--- src/rtl/qspi_resp_pkg.sv ---
// Shared types and constants for the QSPI flash responder.
package qspi_resp_pkg;

    typedef enum logic [2:0] {
        ST_IDLE   = 3'd0,
        ST_CMD    = 3'd1,
        ST_ADDR   = 3'd2,
        ST_MODE   = 3'd3,
        ST_DUMMY  = 3'd4,
        ST_DATA   = 3'd5,
        ST_IGNORE = 3'd6
    } state_t;

    localparam logic [7:0] CMD_READ  = 8'h03;
    localparam logic [7:0] CMD_QIOR  = 8'hEB;
    localparam logic [1:0] MODE_CONT = 2'b10;

    // Continuous-read is requested by mode bits M[5:4] only.
    function automatic logic mode_is_cont(input logic [1:0] m54);
        return (m54 == MODE_CONT);
    endfunction

endpackage

--- src/rtl/qspi_resp_sync.sv ---
// Synchronizes the host-side flash pins into HCLK and detects SCK edges.
module qspi_resp_sync #(
    parameter int SYNC_STAGES = 2
) (
    input  logic       clk,
    input  logic       rst_n,
    input  logic       sck_i,
    input  logic       cen_i,
    input  logic [3:0] sio_i,
    output logic       sck_rise_s,
    output logic       sck_fall_s,
    output logic       cen_s,
    output logic [3:0] sio_s
);

    // Packed as {sck, cen, sio[3:0]}; chip enable idles deasserted (high).
    localparam logic [5:0] SYNC_RST = 6'b01_0000;

    logic [5:0] sync_r [SYNC_STAGES];
    logic       sck_prev_r;

    // Synchronizer chain plus previous synced SCK sample for edge detection.
    always_ff @(posedge clk or negedge rst_n) begin
        if (!rst_n) begin
            for (int i = 0; i < SYNC_STAGES; i++) begin
                sync_r[i] <= SYNC_RST;
            end
            sck_prev_r <= 1'b0;
        end else begin
            sync_r[0] <= {sck_i, cen_i, sio_i};
            for (int i = 1; i < SYNC_STAGES; i++) begin
                sync_r[i] <= sync_r[i-1];
            end
            sck_prev_r <= sync_r[SYNC_STAGES-1][5];
        end
    end

    assign sck_rise_s = sync_r[SYNC_STAGES-1][5] & ~sck_prev_r;
    assign sck_fall_s = ~sync_r[SYNC_STAGES-1][5] & sck_prev_r;
    assign cen_s      = sync_r[SYNC_STAGES-1][4];
    assign sio_s      = sync_r[SYNC_STAGES-1][3:0];

endmodule

--- src/rtl/qspi_flash_responder.sv ---
// QSPI NOR-flash responder: decodes READ (03h) and Quad I/O Fast Read (EBh,
// with continuous-read mode) and serves bytes from a synchronous memory port.
module qspi_flash_responder
    import qspi_resp_pkg::*;
#(
    parameter int MEM_AW      = 20,
    parameter int DUMMY_CYC   = 4,
    parameter int SYNC_STAGES = 2
) (
    input  logic              HCLK,
    input  logic              HRESETn,
    input  logic              SCK_I,
    input  logic              CEN_I,
    input  logic [3:0]        SIO_I,
    output logic [3:0]        SIO_O,
    output logic [3:0]        SIO_OE,
    output logic              MEMCS,
    output logic [MEM_AW-1:0] MEMADDR,
    input  logic [7:0]        MEMRDATA
);

    localparam logic [4:0] DUMMY_LAST = 5'(DUMMY_CYC - 1);

    logic        sck_rise_s;
    logic        sck_fall_s;
    logic        cen_s;
    logic [3:0]  sio_s;

    state_t      state_r;
    logic        quad_r;       // current transaction uses quad address/data
    logic        cont_mode_r;  // next CEN-low skips the command byte
    logic [4:0]  cnt_r;        // bit / nibble / cycle counter within a phase
    logic [6:0]  cmd_r;
    logic [1:0]  mode_hi_r;    // M[5:4], captured from the first mode nibble
    logic [23:0] addr_r;       // address of the byte currently in shift_r
    logic [7:0]  shift_r;
    logic [7:0]  pbuf_r;       // prefetched next byte
    logic        rd_seen_r;    // memory saw MEMCS last edge; data valid now
    logic        rd_tgt_r;     // 0: returning data goes to shift_r, 1: to pbuf_r

    logic [7:0]  cmd_next_s;
    logic [23:0] addr_next_s;
    logic [23:0] addr_inc1_s;
    logic [23:0] addr_inc2_s;
    logic        addr_last_s;
    logic        data_last_s;

    qspi_resp_sync #(.SYNC_STAGES(SYNC_STAGES)) u_sync (
        .clk        (HCLK),
        .rst_n      (HRESETn),
        .sck_i      (SCK_I),
        .cen_i      (CEN_I),
        .sio_i      (SIO_I),
        .sck_rise_s (sck_rise_s),
        .sck_fall_s (sck_fall_s),
        .cen_s      (cen_s),
        .sio_s      (sio_s)
    );

    assign cmd_next_s  = {cmd_r, sio_s[0]};
    assign addr_next_s = quad_r ? {addr_r[19:0], sio_s} : {addr_r[22:0], sio_s[0]};
    assign addr_inc1_s = addr_r + 24'd1;
    assign addr_inc2_s = addr_r + 24'd2;
    assign addr_last_s = quad_r ? (cnt_r == 5'd5) : (cnt_r == 5'd23);
    assign data_last_s = quad_r ? (cnt_r == 5'd1) : (cnt_r == 5'd7);

    // Transaction FSM, memory read sequencing and registered pin outputs.
    always_ff @(posedge HCLK or negedge HRESETn) begin
        if (!HRESETn) begin
            state_r     <= ST_IDLE;
            quad_r      <= 1'b0;
            cont_mode_r <= 1'b0;
            cnt_r       <= 5'd0;
            cmd_r       <= 7'd0;
            mode_hi_r   <= 2'd0;
            addr_r      <= 24'd0;
            shift_r     <= 8'd0;
            pbuf_r      <= 8'd0;
            rd_seen_r   <= 1'b0;
            rd_tgt_r    <= 1'b0;
            SIO_O       <= 4'h0;
            SIO_OE      <= 4'h0;
            MEMCS       <= 1'b0;
            MEMADDR     <= '0;
        end else begin
            MEMCS     <= 1'b0;
            rd_seen_r <= MEMCS;
            if (cen_s) begin
                // Deselect aborts whatever was in progress; only cont_mode survives.
                state_r   <= ST_IDLE;
                SIO_OE    <= 4'h0;
                cnt_r     <= 5'd0;
                rd_seen_r <= 1'b0;
            end else begin
                if (rd_seen_r) begin
                    if (rd_tgt_r) begin
                        pbuf_r <= MEMRDATA;
                    end else begin
                        // First byte arrived: start prefetching the one after it.
                        shift_r  <= MEMRDATA;
                        MEMCS    <= 1'b1;
                        MEMADDR  <= addr_inc1_s[MEM_AW-1:0];
                        rd_tgt_r <= 1'b1;
                    end
                end
                case (state_r)
                    ST_IDLE: begin
                        cnt_r <= 5'd0;
                        if (cont_mode_r) begin
                            quad_r  <= 1'b1;
                            state_r <= ST_ADDR;
                        end else begin
                            state_r <= ST_CMD;
                        end
                    end
                    ST_CMD: begin
                        if (sck_rise_s) begin
                            cmd_r <= cmd_next_s[6:0];
                            if (cnt_r == 5'd7) begin
                                cnt_r <= 5'd0;
                                if (cmd_next_s == CMD_READ) begin
                                    quad_r  <= 1'b0;
                                    state_r <= ST_ADDR;
                                end else if (cmd_next_s == CMD_QIOR) begin
                                    quad_r  <= 1'b1;
                                    state_r <= ST_ADDR;
                                end else begin
                                    state_r <= ST_IGNORE;
                                end
                            end else begin
                                cnt_r <= cnt_r + 5'd1;
                            end
                        end
                    end
                    ST_ADDR: begin
                        if (sck_rise_s) begin
                            addr_r <= addr_next_s;
                            if (addr_last_s) begin
                                cnt_r <= 5'd0;
                                if (quad_r) begin
                                    state_r <= ST_MODE;
                                end else begin
                                    MEMCS    <= 1'b1;
                                    MEMADDR  <= addr_next_s[MEM_AW-1:0];
                                    rd_tgt_r <= 1'b0;
                                    state_r  <= ST_DATA;
                                end
                            end else begin
                                cnt_r <= cnt_r + 5'd1;
                            end
                        end
                    end
                    ST_MODE: begin
                        if (sck_rise_s) begin
                            mode_hi_r <= sio_s[1:0];
                            if (cnt_r == 5'd1) begin
                                cont_mode_r <= mode_is_cont(mode_hi_r);
                                MEMCS       <= 1'b1;
                                MEMADDR     <= addr_r[MEM_AW-1:0];
                                rd_tgt_r    <= 1'b0;
                                cnt_r       <= 5'd0;
                                state_r     <= ST_DUMMY;
                            end else begin
                                cnt_r <= cnt_r + 5'd1;
                            end
                        end
                    end
                    ST_DUMMY: begin
                        SIO_OE <= 4'h0;
                        if (sck_rise_s) begin
                            if (cnt_r == DUMMY_LAST) begin
                                cnt_r   <= 5'd0;
                                state_r <= ST_DATA;
                            end else begin
                                cnt_r <= cnt_r + 5'd1;
                            end
                        end
                    end
                    ST_DATA: begin
                        if (sck_fall_s) begin
                            if (quad_r) begin
                                SIO_OE <= 4'hF;
                                SIO_O  <= cnt_r[0] ? shift_r[3:0] : shift_r[7:4];
                            end else begin
                                SIO_OE <= 4'b0010;
                                SIO_O  <= {2'b00, shift_r[~cnt_r[2:0]], 1'b0};
                            end
                            if (data_last_s) begin
                                // Byte finished: swap in the prefetch and fetch the next one.
                                cnt_r    <= 5'd0;
                                shift_r  <= pbuf_r;
                                addr_r   <= addr_inc1_s;
                                MEMCS    <= 1'b1;
                                MEMADDR  <= addr_inc2_s[MEM_AW-1:0];
                                rd_tgt_r <= 1'b1;
                            end else begin
                                cnt_r <= cnt_r + 5'd1;
                            end
                        end
                    end
                    ST_IGNORE: begin
                        SIO_OE <= 4'h0;
                    end
                    default: begin
                        state_r <= ST_IDLE;
                        SIO_OE  <= 4'h0;
                    end
                endcase
            end
        end
    end

endmodule

--- config.mk ---
export PLATFORM = sky130hd
export DESIGN_NAME = qspi_flash_responder
export DESIGN_NICKNAME = d
export VERILOG_FILES = /design/src/rtl/qspi_resp_pkg.sv /design/src/rtl/qspi_resp_sync.sv /design/src/rtl/qspi_flash_responder.sv
export SDC_FILE = /design/constraint.sdc
export NUM_CORES = 1
export LEC_CHECK = 0
export CORE_ASPECT_RATIO = 2
export CORE_MARGIN = 2
export CORE_UTILIZATION = 50
export CTS_CLUSTER_DIAMETER = 200
export CTS_CLUSTER_SIZE = 14
export DETAILED_ROUTE_END_ITERATION = 8
export GPL_ROUTABILITY_DRIVEN = 0
export GPL_TIMING_DRIVEN = 1
export PLACE_DENSITY = 0.7
export SKIP_CTS_REPAIR_TIMING = 1
export SLEW_MARGIN = 20
export SYNTH_ARGS = -nofsm -noshare
export SYNTH_HDL_FRONTEND = slang
export SYNTH_SLANG_ARGS = --single-unit
export TNS_END_PERCENT = 20
--- constraint.sdc ---
create_clock -name HCLK -period 6.1 [get_ports HCLK]
set_clock_uncertainty 0.05 [all_clocks]
set_input_delay 1.83 -clock HCLK [delete_from_list [all_inputs] [get_ports HCLK]]
set_output_delay 1.83 -clock HCLK [all_outputs]
set_load 0.03 [all_outputs]
# Word level (Yosys, flattened, before mapping)
# Cells that the tools add are included.
dict set report totals {
  input_bits 16
  mem_count 0
  out_inout_bits 29
  latchBits 0
  ff_bits 103
  ram_bits 0
  romBits 0
  elab_cells 159
}
dict set report op_classes {
  n_reduce_logical 16
  multipliers 0
  add_sub_neg 3
  n_shift 0
  n_div 0
  n_bitwise 6
  mux 83
  eq_ne 32
  magnitude_cmp 1
}
# operator n
set ops {}
lappend ops {{20-bit two-way mux} 9}
lappend ops {{24-bit two-way mux} 4}
lappend ops {{20-bit one-hot mux with 3 select lines} 1}
lappend ops {{5-bit two-way mux} 11}
lappend ops {{24-bit one-hot mux with 2 select lines} 1}
lappend ops {{8-bit two-way mux} 5}
lappend ops {{3-bit two-way mux} 12}
lappend ops {{5-bit one-hot mux with 6 select lines} 1}
lappend ops {{1-bit two-way mux} 27}
lappend ops {{3-bit by 2-bit != test with 1-bit output, second input constant} 9}
lappend ops {{24-bit by 1-bit adder with 24-bit output, second input constant} 1}
lappend ops {{20-bit by 2-bit adder with 20-bit output, second input constant} 1}
lappend ops {{4-bit two-way mux} 5}
lappend ops {{3-bit one-hot mux with 6 select lines} 1}
lappend ops {{2-bit != test, second input constant} 6}
lappend ops {{3-bit AND reduction} 4}
lappend ops {{6-bit AND reduction} 2}
lappend ops {{5-bit by 3-bit == test with 1-bit output, second input constant} 2}
lappend ops {{3-bit == test, second input constant} 3}
lappend ops {{9-bit AND reduction} 1}
lappend ops {{8-bit by 2-bit == test with 1-bit output, second input constant} 1}
lappend ops {{8-bit == test, second input constant} 1}
lappend ops {{4-bit one-hot mux with 2 select lines} 1}
lappend ops {{7-bit nonzero test} 1}
lappend ops {{other kinds (24)} 31}

# Logic depth before layout (Yosys ltp)
dict set report logic_depth {
  word_depth 7
  mapped_depth 10
  depth_no_buf 8
}

# By module
# A second synthesis with hierarchy kept.
dict set report unflattened {
  hier_cells 717
  area_unflattened_um2 6195.9
}
# module cells_per_inst area_per_inst_um2 seq_area_each_um2 n_inst
set by_module_without_submodules {}
lappend by_module_without_submodules {qspi_flash_responder 698 5823.1 2102.0 1}
lappend by_module_without_submodules {qspi_resp_sync 19 372.9 327.8 1}

# Least setup slack after synthesis
# No wires, ideal clock.
dict set report synth_timing {
  kind {register -> output}
  from {reg SIO_OE[2]}
  to {out SIO_OE[2]}
  path_stages_with_launch 2
  t_required_ps 4220
  setup_slack_ps 3481
  path_buffers 1
  arrival_ps 739
  cell_sequence {dfrtp_1 > buf_4}
}
# item line_no
set synth_lines {}
lappend synth_lines {{start, declared} qspi_flash_responder.sv:16} ;# output logic [3:0] SIO_OE,
lappend synth_lines {{start signal, assigned} qspi_flash_responder.sv:82} ;# SIO_OE <= 4'h0;
lappend synth_lines {{start signal, assigned} qspi_flash_responder.sv:91} ;# SIO_OE <= 4'h0;
lappend synth_lines {{start signal, assigned} qspi_flash_responder.sv:169} ;# SIO_OE <= 4'h0;
# No word-level cell between the ends.

# Final worst setup path
dict set report layout_timing {
  from {reg state_r[1]}
  to {reg addr_r[12]}
}
dict set report layout_via {
  elab_chain_cells 3
  word_cells_on_any_way 8
  cone_classes {5 x eq/ne; 1 x mux; 2 x reduce/logical}
}
# item line_no
set layout_rtl {}
lappend layout_rtl {{start, declared} qspi_flash_responder.sv:29} ;# state_t state_r;
lappend layout_rtl {{start signal, assigned} qspi_flash_responder.sv:70} ;# state_r <= ST_IDLE;
lappend layout_rtl {{start signal, assigned} qspi_flash_responder.sv:90} ;# state_r <= ST_IDLE;
lappend layout_rtl {{start signal, assigned} qspi_flash_responder.sv:111} ;# state_r <= ST_ADDR;
lappend layout_rtl {{3-bit == test / 3-bit by 2-bit == test with 1-bit output (equally long branches)} qspi_flash_responder.sv:106} ;# case (state_r)
lappend layout_rtl {{2-bit != test (no line) / 2-bit nonzero test (equally long branches)} n/a}
lappend layout_rtl {{5-bit AND reduction (no line)} n/a}
lappend layout_rtl {{end signal, assigned} qspi_flash_responder.sv:137} ;# addr_r <= addr_next_s;
lappend layout_rtl {{end signal, assigned} qspi_flash_responder.sv:192} ;# addr_r <= addr_inc1_s;
lappend layout_rtl {{end, declared} qspi_flash_responder.sv:35} ;# logic [23:0] addr_r;
# Parallel ways exist; a longest one is shown, timed or not.
# A chain may end at the register's enable or synchronous reset.

==> reports/results.txt <==
Status -> finished, final reports clean
Worst rel slew slack -> 29.5%
Row count -> 56
Initial antenna violation count -> 0
Post-Place Cell Area -> 0.00643 mm2
P_leak -> 2.70 nW
GRT Overall Usage -> 27.9%
Ys async rst share -> 100%
CP Launch Type -> flip-flop
Clock latency on the worst-skew pair -> 0.35 ns
Synth Warn # -> 0
Die height -> 159 um
Post-DP HPWL -> 12,200 um
Cells after DPL -> 809
Slew @ Worst Pin -> 1.05 ns
WHS Endpoint -> u_sync.cen_s
Iter 0 DRT Violations -> 575
Total wire length -> 17,600 um
Maximum clock rate -> 0.282 GHz
Path depth of the worst reg2reg path -> 6
Area Overhead vs Synth -> 12.1%
CTS H-tree depth -> 3
Starting Density -> 51.4%
Root buf cell -> clkbuf_16
Final setup fails -> 0
Worst Setup End Kind -> flip-flop
Clock slew at reported path FFs -> 0.07 ns
R2R Path End -> addr_r[12]
Count of cell types in the netlist -> 72
Seq/Total Area, Yosys -> 40.4%
Max-slew violations -> 0
HP Class -> reg -> reg
FF-to-FF Start -> state_r[1]
Global route overflow -> 0
DR WL/cell -> 21.3 um
Power density over cell area -> 357 mW/mm2
First-pass GRT wire length -> 28,000 um
Clk sinks -> 97
Number of synthesized flops with an enable pin -> 0
PortBufs -> 44
Most instantiated cells after synthesis -> dfrtp_1 (95), o21ai_0 (70), nand2_1 (55), a21oi_1 (48), nor2_1 (43)
Hold Vio Cnt, Final -> 0
Total number of vias -> 5,547
Vias in the first global route -> 5,533
Cell with the most instances after synthesis -> dfrtp_1
VDD IR-drop max -> 0.228 mV
Synth top area cells -> dfrtp_1 (40%), o21ai_0 (5.8%), mux2_2 (4.7%), a21oi_1 (4.0%), nand2_1 (3.4%)
Tot Pwr -> 2.41 mW
Vias per inst -> 6.72
ANT cells -> 0
Full die area -> 0.0130 mm2
Synth Area per Inst -> 8.94 um2
Hold depth -> 0
Net Count, Synth -> 692
Residual DRC -> 0
Fin nets -> 695
Chip width -> 81.5 um
Hold_sp -> u_sync.sync_r[10]
Share of the synthesized area in the top cell type -> 39.6%
CTS max path bufs -> 2
Layout cells sized above 1 -> 10.1%
Post-Layout Inst Area -> 0.00674 mm2
Leading area contributor after synthesis -> dfrtp_1
Prevailing post-synth register cell -> dfrtp_1
Final TNS setup -> 0 ns
RSZ-0062 raised after global routing -> false
Top Ports -> 45
Core box area -> 0.0117 mm2
DRT Pass-1 Iters -> 5
Minimum clock period -> 3.55 ns
CTS tree -> done
Post-Layout Cell Count -> 825
Crit path max fanout -> 22
R2R Setup Slk -> 2.55 ns
Yosys reg bits -> 97
Area of the mapped netlist -> 0.00601 mm2
Largest net degree at the start of global routing -> 54
Data arrival time of the critical path -> 3.74 ns
Post-route antenna net violation count -> 0
Layout Utilization -> 57.6%
WS Path Type -> reg -> reg
CTS buffer count -> 9
Max-cap violations -> 0
Syn Inst Count -> 672
Crit share post-route -> 58.2%
Worst Path Required -> 6.29 ns
## cells by family after synthesis
| group | after synthesis | synth area share, % |
|---|---|---|
| buffers and inverters | 76 | 5.47 |
| flip-flops | 97 | 40.4 |
| XOR/XNOR | 21 | 3.06 |
| AO/OA/AOI/OAI | 227 | 24.6 |
| adder cells (fa/ha/maj) | 4 | 0.833 |
| AND/OR/NAND/NOR | 210 | 18.5 |
| multiplexers | 37 | 7.10 |
## power breakdown
part | internal, mW | switching (mW) | total (mW) | leakage, nW
clock network | 0.327 | 0.270 | 0.597 | 0.150
registers | 0.762 | 0.285 | 1.05 | 1.20
logic | 0.347 | 0.416 | 0.764 | 1.35
## per-layer routing
metal | GRT usage, % | vias to the layer above | part of all wire, %
met4 | 17.2 | 0 | 5.8
li1 | - | 2479 | -
met5 | 0 | - | 0
met2 | 48.1 | 259 | 54
met1 | 31.2 | 2725 | 36
met3 | 3.91 | 84 | 4.8
## cell usage in the layout (no fill, tap or decap), drive strengths merged, types with 3 or more instances in the layout
master	synthesis	layout
a22o	4	4
mux2	25	25
inv	18	21
nor4	17	17
or3b	3	3
a221oi	6	6
o21bai	4	4
o211ai	4	4
a22oi	18	18
mux2i	10	10
nand2b	8	8
xor2	4	4
o21ai	74	74
and3	3	3
a31oi	13	13
nor3	11	11
nor2b	12	12
a21o	9	9
o22a	9	9
nand4	9	9
xnor2	17	17
a2111oi	3	3
buf	25	7
or3	6	6
a21boi	3	3
o31ai	3	3
nand2	55	55
nand3	24	24
or4	3	3
dfrtp	95	95
o31a	3	3
o22ai	4	4
nor2	44	44
ha	4	4
a21oi	48	48
clkbuf	33	9
nand3b	7	7
clkdlybuf4s50	0	43
a211oi	8	8
## sequential cells by signal, indices dropped and copies added (netlist names)
register / flops
pbuf_r: 8
u_sync.sync_r: 7
SIO_O: 4
shift_r: 8
state_r: 3
cnt_r: 5
rd_seen_r: 1
quad_r: 1
addr_r: 20
cont_mode_r: 1
mode_hi_r: 2
u_sync.sck_prev_r: 1
rd_tgt_r: 1
u_sync.cen_s: 1
u_sync.sio_s: 4
MEMCS: 1
cmd_r: 7
MEMADDR: 20
SIO_OE: 2
## critical path, cell delays in order (launching register included)
cell	delay [ns]
dfrtp_1	0.56
nand3b_1	0.83
a2111oi_4	1.04
nor2_1	0.12
nor2_2	0.39
o21ai_0	0.16
a22o_1	0.27
## area by class of cell
cell class / count / area (um2)
inverter: 18 / 67.6
clock buffer: 9 / 225
timing repair buffer: 50 / 483
multi-input combinational: 499 / 3270
clock inverter: 7 / 86.3
tap: 145 / 181
sequential: 97 / 2430
fill: 1009 / 4960
## worst max-delay path by stage
stage                  endpoint       start  slack [ns]
finish               addr_r[12]  state_r[1]        2.55
global route         addr_r[12]  state_r[0]        2.25
CTS                  addr_r[12]  state_r[1]        2.55
detailed placement   addr_r[12]  state_r[0]        2.56
global placement    MEMADDR[18]  state_r[1]        2.61
floorplan             SIO_OE[2]   SIO_OE[2]        3.48
## stage by stage
| stage | hold WS, ns | setup slack, ns |
|---|---|---|
| 4_1_cts | 0.305 | 2.55 |
| 3_5_place_dp | 0.293 | 2.56 |
| 3_3_place_gp | 0.282 | 2.61 |
| 6_report | 0.304 | 2.55 |
| 2_1_floorplan | 0.281 | 3.48 |
| 5_1_grt | 0.307 | 2.25 |
No activity file was read; power rests on OpenSTA's default activity.
